**src/rtl/ysyx_25020037_wb_arb_if.sv**
```systemverilog
// ============================================================================
// Module      : ysyx_25020037_wb_arb_if
// Description : Issue, write-back request and register-file write bundle
//               for the write-back arbiter / scoreboard.
// Revision    : 1.0 - initial release
// ============================================================================
`default_nettype none

interface ysyx_25020037_wb_arb_if;
  logic        iss_valid;
  logic [4:0]  iss_rd;
  logic        iss_ready;
  logic [4:0]  rs1;
  logic [4:0]  rs2;
  logic        rs1_busy;
  logic        rs2_busy;
  logic        exu_valid;
  logic [4:0]  exu_rd;
  logic [31:0] exu_data;
  logic        exu_ready;
  logic        lsu_valid;
  logic [4:0]  lsu_rd;
  logic [31:0] lsu_data;
  logic        lsu_ready;
  logic        gpr_wen;
  logic [4:0]  gpr_waddr;
  logic [31:0] gpr_wdata;
  logic        sb_err;

  modport master (
    output iss_valid, iss_rd, rs1, rs2,
    output exu_valid, exu_rd, exu_data,
    output lsu_valid, lsu_rd, lsu_data,
    input  iss_ready, rs1_busy, rs2_busy, exu_ready, lsu_ready,
    input  gpr_wen, gpr_waddr, gpr_wdata, sb_err
  );

  modport slave (
    input  iss_valid, iss_rd, rs1, rs2,
    input  exu_valid, exu_rd, exu_data,
    input  lsu_valid, lsu_rd, lsu_data,
    output iss_ready, rs1_busy, rs2_busy, exu_ready, lsu_ready,
    output gpr_wen, gpr_waddr, gpr_wdata, sb_err
  );
endinterface

`default_nettype wire

```
**src/rtl/ysyx_25020037_wb_arb.sv**
```systemverilog
// ============================================================================
// Module      : ysyx_25020037_wb_arb
// Description : Round-robin EXU/LSU write-back arbiter with a registered
//               register-file write stage and a per-register RAW scoreboard.
// Revision    : 1.0 - initial release
// ============================================================================
`default_nettype none

module ysyx_25020037_wb_arb #(
  parameter int SB_W = 2
) (
  input  logic                       clk,
  input  logic                       rst,
  ysyx_25020037_wb_arb_if.slave      bus
);

  localparam logic [SB_W-1:0] C_CNT_SAT = {SB_W{1'b1}};
  localparam logic [SB_W-1:0] C_CNT_ONE = SB_W'(1);

  logic              r_last;
  logic              r_wen;
  logic [4:0]        r_waddr;
  logic [31:0]       r_wdata;
  logic              r_err;
  logic [SB_W-1:0]   r_cnt [32];

  logic              w_exu_gnt;
  logic              w_lsu_gnt;
  logic              w_iss_ready;
  logic              w_iss_fire;
  logic              w_commit_err;
  logic [31:1]       w_inc;
  logic [31:1]       w_dec;

  // r_last = 1 means LSU won last, so EXU gets priority on contention
  assign w_exu_gnt = bus.exu_valid & (~bus.lsu_valid | r_last);
  assign w_lsu_gnt = bus.lsu_valid & (~bus.exu_valid | ~r_last);

  assign w_iss_ready = (bus.iss_rd == 5'd0) | (r_cnt[bus.iss_rd] != C_CNT_SAT);
  assign w_iss_fire  = bus.iss_valid & w_iss_ready & (bus.iss_rd != 5'd0);

  always_comb begin
    w_inc = '0;
    w_dec = '0;
    for (int i = 1; i < 32; i++) begin
      w_inc[i] = w_iss_fire & (bus.iss_rd == 5'(i));
      w_dec[i] = r_wen & (r_waddr == 5'(i));
    end
  end

  // A commit on a register with nothing pending is a write-back without issue
  assign w_commit_err = r_wen & (r_cnt[r_waddr] == '0)
                      & ~(w_iss_fire & (bus.iss_rd == r_waddr));

  always_ff @(posedge clk or negedge rst) begin
    if (!rst) begin
      r_last  <= 1'b1;
      r_wen   <= 1'b0;
      r_waddr <= 5'd0;
      r_wdata <= 32'd0;
      r_err   <= 1'b0;
      for (int i = 0; i < 32; i++) begin
        r_cnt[i] <= '0;
      end
    end else begin
      if (w_exu_gnt) begin
        r_wen   <= (bus.exu_rd != 5'd0);
        r_waddr <= bus.exu_rd;
        r_wdata <= bus.exu_data;
        r_last  <= 1'b0;
      end else if (w_lsu_gnt) begin
        r_wen   <= (bus.lsu_rd != 5'd0);
        r_waddr <= bus.lsu_rd;
        r_wdata <= bus.lsu_data;
        r_last  <= 1'b1;
      end else begin
        r_wen   <= 1'b0;
      end

      if (w_commit_err) begin
        r_err <= 1'b1;
      end

      for (int i = 1; i < 32; i++) begin
        if (w_inc[i] && !w_dec[i]) begin
          r_cnt[i] <= r_cnt[i] + C_CNT_ONE;
        end else if (w_dec[i] && !w_inc[i] && (r_cnt[i] != '0)) begin
          r_cnt[i] <= r_cnt[i] - C_CNT_ONE;
        end
      end
    end
  end

  assign bus.exu_ready = w_exu_gnt;
  assign bus.lsu_ready = w_lsu_gnt;
  assign bus.iss_ready = w_iss_ready;
  assign bus.rs1_busy  = (bus.rs1 != 5'd0) & (r_cnt[bus.rs1] != '0);
  assign bus.rs2_busy  = (bus.rs2 != 5'd0) & (r_cnt[bus.rs2] != '0);
  assign bus.gpr_wen   = r_wen;
  assign bus.gpr_waddr = r_waddr;
  assign bus.gpr_wdata = r_wdata;
  assign bus.sb_err    = r_err;

endmodule

`default_nettype wire

```
**src/flat_wrapper.sv**
```systemverilog
// flat-port wrapper written by rule: the top's interface ports become plain ports
module ysyx_25020037_wb_arb_flat 
#(
  parameter int SB_W = 2
)
  (clk, rst, bus_iss_valid, bus_iss_rd, bus_rs1, bus_rs2, bus_exu_valid, bus_exu_rd, bus_exu_data, bus_lsu_valid, bus_lsu_rd, bus_lsu_data, bus_iss_ready, bus_rs1_busy, bus_rs2_busy, bus_exu_ready, bus_lsu_ready, bus_gpr_wen, bus_gpr_waddr, bus_gpr_wdata, bus_sb_err);
  ysyx_25020037_wb_arb_if bus_i ();
  input  logic clk;
  input  logic rst;
  input wire logic [$bits(bus_i.iss_valid)-1:0] bus_iss_valid;
  input wire logic [$bits(bus_i.iss_rd)-1:0] bus_iss_rd;
  input wire logic [$bits(bus_i.rs1)-1:0] bus_rs1;
  input wire logic [$bits(bus_i.rs2)-1:0] bus_rs2;
  input wire logic [$bits(bus_i.exu_valid)-1:0] bus_exu_valid;
  input wire logic [$bits(bus_i.exu_rd)-1:0] bus_exu_rd;
  input wire logic [$bits(bus_i.exu_data)-1:0] bus_exu_data;
  input wire logic [$bits(bus_i.lsu_valid)-1:0] bus_lsu_valid;
  input wire logic [$bits(bus_i.lsu_rd)-1:0] bus_lsu_rd;
  input wire logic [$bits(bus_i.lsu_data)-1:0] bus_lsu_data;
  output wire logic [$bits(bus_i.iss_ready)-1:0] bus_iss_ready;
  output wire logic [$bits(bus_i.rs1_busy)-1:0] bus_rs1_busy;
  output wire logic [$bits(bus_i.rs2_busy)-1:0] bus_rs2_busy;
  output wire logic [$bits(bus_i.exu_ready)-1:0] bus_exu_ready;
  output wire logic [$bits(bus_i.lsu_ready)-1:0] bus_lsu_ready;
  output wire logic [$bits(bus_i.gpr_wen)-1:0] bus_gpr_wen;
  output wire logic [$bits(bus_i.gpr_waddr)-1:0] bus_gpr_waddr;
  output wire logic [$bits(bus_i.gpr_wdata)-1:0] bus_gpr_wdata;
  output wire logic [$bits(bus_i.sb_err)-1:0] bus_sb_err;
  assign bus_i.iss_valid = bus_iss_valid;
  assign bus_i.iss_rd = bus_iss_rd;
  assign bus_i.rs1 = bus_rs1;
  assign bus_i.rs2 = bus_rs2;
  assign bus_i.exu_valid = bus_exu_valid;
  assign bus_i.exu_rd = bus_exu_rd;
  assign bus_i.exu_data = bus_exu_data;
  assign bus_i.lsu_valid = bus_lsu_valid;
  assign bus_i.lsu_rd = bus_lsu_rd;
  assign bus_i.lsu_data = bus_lsu_data;
  assign bus_iss_ready = bus_i.iss_ready;
  assign bus_rs1_busy = bus_i.rs1_busy;
  assign bus_rs2_busy = bus_i.rs2_busy;
  assign bus_exu_ready = bus_i.exu_ready;
  assign bus_lsu_ready = bus_i.lsu_ready;
  assign bus_gpr_wen = bus_i.gpr_wen;
  assign bus_gpr_waddr = bus_i.gpr_waddr;
  assign bus_gpr_wdata = bus_i.gpr_wdata;
  assign bus_sb_err = bus_i.sb_err;
  ysyx_25020037_wb_arb #(.SB_W(SB_W)) u_core (.clk(clk), .rst(rst), .bus(bus_i));
endmodule
```
**config.mk**
```make
export PLATFORM = sky130hd
export DESIGN_NAME = ysyx_25020037_wb_arb_flat
export DESIGN_NICKNAME = d
export VERILOG_FILES = /design/src/rtl/ysyx_25020037_wb_arb_if.sv /design/src/rtl/ysyx_25020037_wb_arb.sv /design/src/flat_wrapper.sv
export SDC_FILE = /design/constraint.sdc
export NUM_CORES = 1
export LEC_CHECK = 0
export BUFFER_PORTS_ARGS = -buffer_cell sky130_fd_sc_hd__buf_4
export CORE_MARGIN = 2
export CORE_UTILIZATION = 57
export DETAILED_ROUTE_END_ITERATION = 10
export GPL_TIMING_DRIVEN = 0
export HOLD_SLACK_MARGIN = 0.06
export PLACE_DENSITY_LB_ADDON = 0.12
export SYNTH_ARGS = -nofsm -noshare
export SYNTH_HDL_FRONTEND = slang
export SYNTH_SLANG_ARGS = --single-unit
export TNS_END_PERCENT = 1
```
**constraint.sdc**
```tcl
create_clock -name clk -period 6.5 [get_ports clk]
set_input_delay 0.975 -clock clk [delete_from_list [all_inputs] [get_ports clk]]
set_output_delay 0.975 -clock clk [all_outputs]
set_load 0.005 [all_outputs]
```
==> results.txt <==
From left edge to right edge, the die measures 116 um. The average wire per standard cell was 18.5 um; the share of total power consumed by net switching was 36.1%. The tools report the library cell used as clock root buffer as clkbuf_16.

Clock tree synthesis found a total of 102 sinks. The run gives 0 as the quantity of hold-fixing buffers added after cts. Across the run, the number of max-cap violations was 0. The pin slew with the least headroom to its limit came out at 0.845 ns. The critical path contains buffers and inverters numbering 4 combined. Synthesis instantiated 51 different standard cells from the library. The wire length of the first global-routing pass is 34.1 mm, and the largest net degree at the start of global routing is 103. Among the stages of the critical path, the cell type that occurs most often is buf_4.

Portion of total power attributed to the clock network: 25.2%. The proportion of synthesized chip area in sequential cells came out at 35.5%. The number of clock buffers added by TritonCTS is 9.

The power per unit of standard cell area came out at 255 nW/um2. The number of max-slew violations in the final report was 0. The run gives 0 as the count of nets left with antenna violations after detail routing. Setup violations remaining at the end of the flow were counted as 0. The number of instances in the synthesized netlist was 851. The number of global-route vias before repair is 6831. The static leakage was 3.76 nW; the total half-perimeter wirelength after legalization and detailed placement was 16.0 mm. For the final routed database, the setup TNS stands at 0 ns. The initial antenna violation count came out at 0. On the critical path, the stage with the largest delay is an instance of mux4_2.

By area the synthesized netlist is led by dfrtp_1, mux4_2, nor2_1. Global routing used 32.7% of the available tracks across all layers. The number of warnings issued by yosys is 2, and the internal power of the cells is 1.42 mW.

For this run, the leading register cell type out of synthesis is dfrtp_1. For the hold violation count in the final report, the log shows 0. The commonest cells after synthesis are nor2_1, dfrtp_1, a21oi_1.

Area of the die: 13500 um2. Summing all non-filler instances in the final layout gives an area of 8710 um2. The number of DRC markers after the initial detailed-route iteration is 663, and the count of flip-flops with a built-in enable after synthesis is 0. Startpoint type of the worst setup path: an input port. For the post-synthesis instance area, the log shows 7190 um2. For this run the aggregate overflow at the end of global routing stands at 0. The most used standard cell by instance count after synthesis was nor2_1. The die is 116 um tall. After detailed routing, the number of remaining DRC violations is 0. Traced cell by cell, the critical path runs through buf_4 > buf_6 > mux4_2 > a22oi_1 > o211ai_1 > o21ai_2 > buf_2 > o21a_1 > buf_4.

The initial cell density of the core is 57.7%, and the final net count is 1086. 138 I/O pins were placed. The H-tree was split into 3 levels. Each instance of the synthesized netlist takes up on average 8.45 um2. The synthesized net count is 945, and the delay of the slowest cell on the worst path is 0.54 ns. VDD sags by at most 0.135 mV. The largest total area in the synthesized netlist belongs to dfrtp_1.

Routability-driven placement finished with a final weighted congestion of 0.954. The tools report the number of detailed-routing iterations run before antenna repair as 5. The tightest min-delay check is of the input port to async pin type. The proportion of layout cells with a drive suffix above 1 came out at 21.4%. The run gives 0.00708 ns as the clock skew. The run finished with clean final reports. The routed design could run at a clock period as short as 3.98 ns. The post-CTS repair timing setup buffer count came out at 0. In this run the worst path has a maximum fanout of 10. By startpoint and endpoint, the worst setup path is classified as input port to primary output.

The logs give 251 MHz for the peak clock frequency supported by timing and 12500 um2 for the total core area. Setup repair after global routing left no endpoint under its margin. STA classifies the critical path endpoint as a primary output. The tools report the data arrival time of the worst path as 3.01 ns. After floorplanning, the core was divided into 41 placement rows. In this run the tightest slew margin relative to its limit is 43.5%. The clock input transition at the sequential cells of the worst setup and hold paths works out to 0.07 ns. Summed over all nets, the switching power comes to 0.800 mW. The sequential group share of total power was 42.2%; the required arrival time at the worst endpoint was 5.52 ns. The completed layout was analyzed and its total power is 2.22 mW. The total number of vias is 7237, and the latest clock arrival within the worst-skew pair is 0.37 ns. Buffers placed on the I/O ports in this run total 129.

The area share of the largest cell type after synthesis was 35.1%; the post-place instance area was 8380 um2. The layout overhead on the synthesized area was 21.0%. At the end of the flow the core is filled with cells to 69.8%. The number of buffers on the longest clock path was 2; the period utilization was 61.2%. The run gives 32.5% as the share of total power in combinational logic.

The final layout contains routed wiring with a total length of 21.6 mm. The antenna cell count was 0; the number of storage elements in the synthesis netlist was 102. Proportion of register bits with asynchronous set or reset after synthesis: 100%. After detailed routing, the number of vias per cell comes to 6.19.

The number of gates resized after CTS was 0. TritonCTS built the clock tree. On the critical path the largest part of the delay comes from compound AO/OA/AOI/OAI gates.
-- power groups by stage --
stage	combinational [mW]	clock (mW)	sequential (mW)
floorplan	0.467	0	0.897
global placement	0.692	0	0.937
detailed placement	0.706	0	0.938
CTS	0.708	0.563	0.930
global route	0.785	0.591	0.955
finish	0.721	0.560	0.937
-- worst register-to-register path, delay by kind of cell (launching register included) --
family | cells | cell delay, ns
buffers and inverters | 1 | 0.45
multiplexers | 2 | 1.09
flip-flops | 1 | 0.52
AO/OA/AOI/OAI | 2 | 0.29
-- path summary, 6_finish.rpt --
kind	cells past startpoint	end	from	slack (ns)
setup / recovery	9	bus_iss_ready	bus_iss_rd[0]	2.52
hold / removal	1	u_core.r_cnt[10]	rst	0.38
setup reg to reg	5	u_core.bus.sb_err	u_core.bus.gpr_waddr[3]	4.02
hold reg to reg	1	u_core.r_cnt[4]	u_core.r_cnt[4]	0.51
max in group asynchronous	2	u_core.r_cnt[47]	rst	5.43
min in group clk	1	u_core.r_cnt[4]	u_core.r_cnt[4]	0.51
-- state kept, by name, indices dropped and copies added, names as in the netlist --
register,flops
u_core.r_cnt,62
u_core.bus.gpr_wen,1
u_core.bus.sb_err,1
u_core.r_last,1
u_core.bus.gpr_waddr,5
u_core.bus.gpr_wdata,32
-- through the flow --
step / setup WS (ns) / hold slack, ns / instances
4_1_cts: 2.57 / 0.504 / 1168
3_5_place_dp: 2.64 / 0.495 / 1152
2_1_floorplan: 3.03 / 0.471 / 851
5_1_grt: 2.45 / 0.370 / 1169
6_report: 2.52 / 0.380 / 1169
3_3_place_gp: 2.65 / 0.504 / 1152
-- per-layer routing --
layer | wire [um] | track usage (%) | up-vias
li1 | - | - | 3386
met1 | 8740 | 44.7 | 3363
met2 | 9620 | 50.0 | 433
met3 | 2490 | 8.93 | 55
met4 | 721 | 12.9 | 0
met5 | 0 | 0 | -
-- cell usage in the layout, fill, tap and decap left out, types with 18 or more instances in the layout --
cell      count
o22ai_1      35
nor2_1      134
dfrtp_1     101
clkbuf_1     36
o21ai_0      47
inv_1        61
a21oi_1      68
nand2_1      64
buf_4       131
o21a_1       19
and3_1       18
a211oi_1     34
mux4_2       35
nor3_1       25
a31oi_1      40
-- logic make-up (layout without fill, tap and decap cells) --
| kind of cell | Yosys count | after routing | synth area share (%) |
|---|---|---|---|
| compound gates | 270 | 270 | 23.4 |
| xor+xnor | 12 | 12 | 1.46 |
| buf+inv | 116 | 262 | 6.61 |
| flops | 102 | 102 | 35.5 |
| mux | 53 | 53 | 13.7 |
| simple gates | 298 | 298 | 19.3 |
-- final cells by class --
| class | instances | area, um2 |
|---|---|---|
| Multi-Input combinational cell | 633 | 4160 |
| Fill cell | 987 | 3760 |
| Sequential cell | 102 | 2550 |
| Timing Repair Buffer | 130 | 1000 |
| Buffer | 55 | 246 |
| Clock buffer | 10 | 229 |
| Inverter | 61 | 229 |
| Tap cell | 172 | 215 |
| Clock inverter | 6 | 68.8 |
No activity file was read; power rests on OpenSTA's default activity.
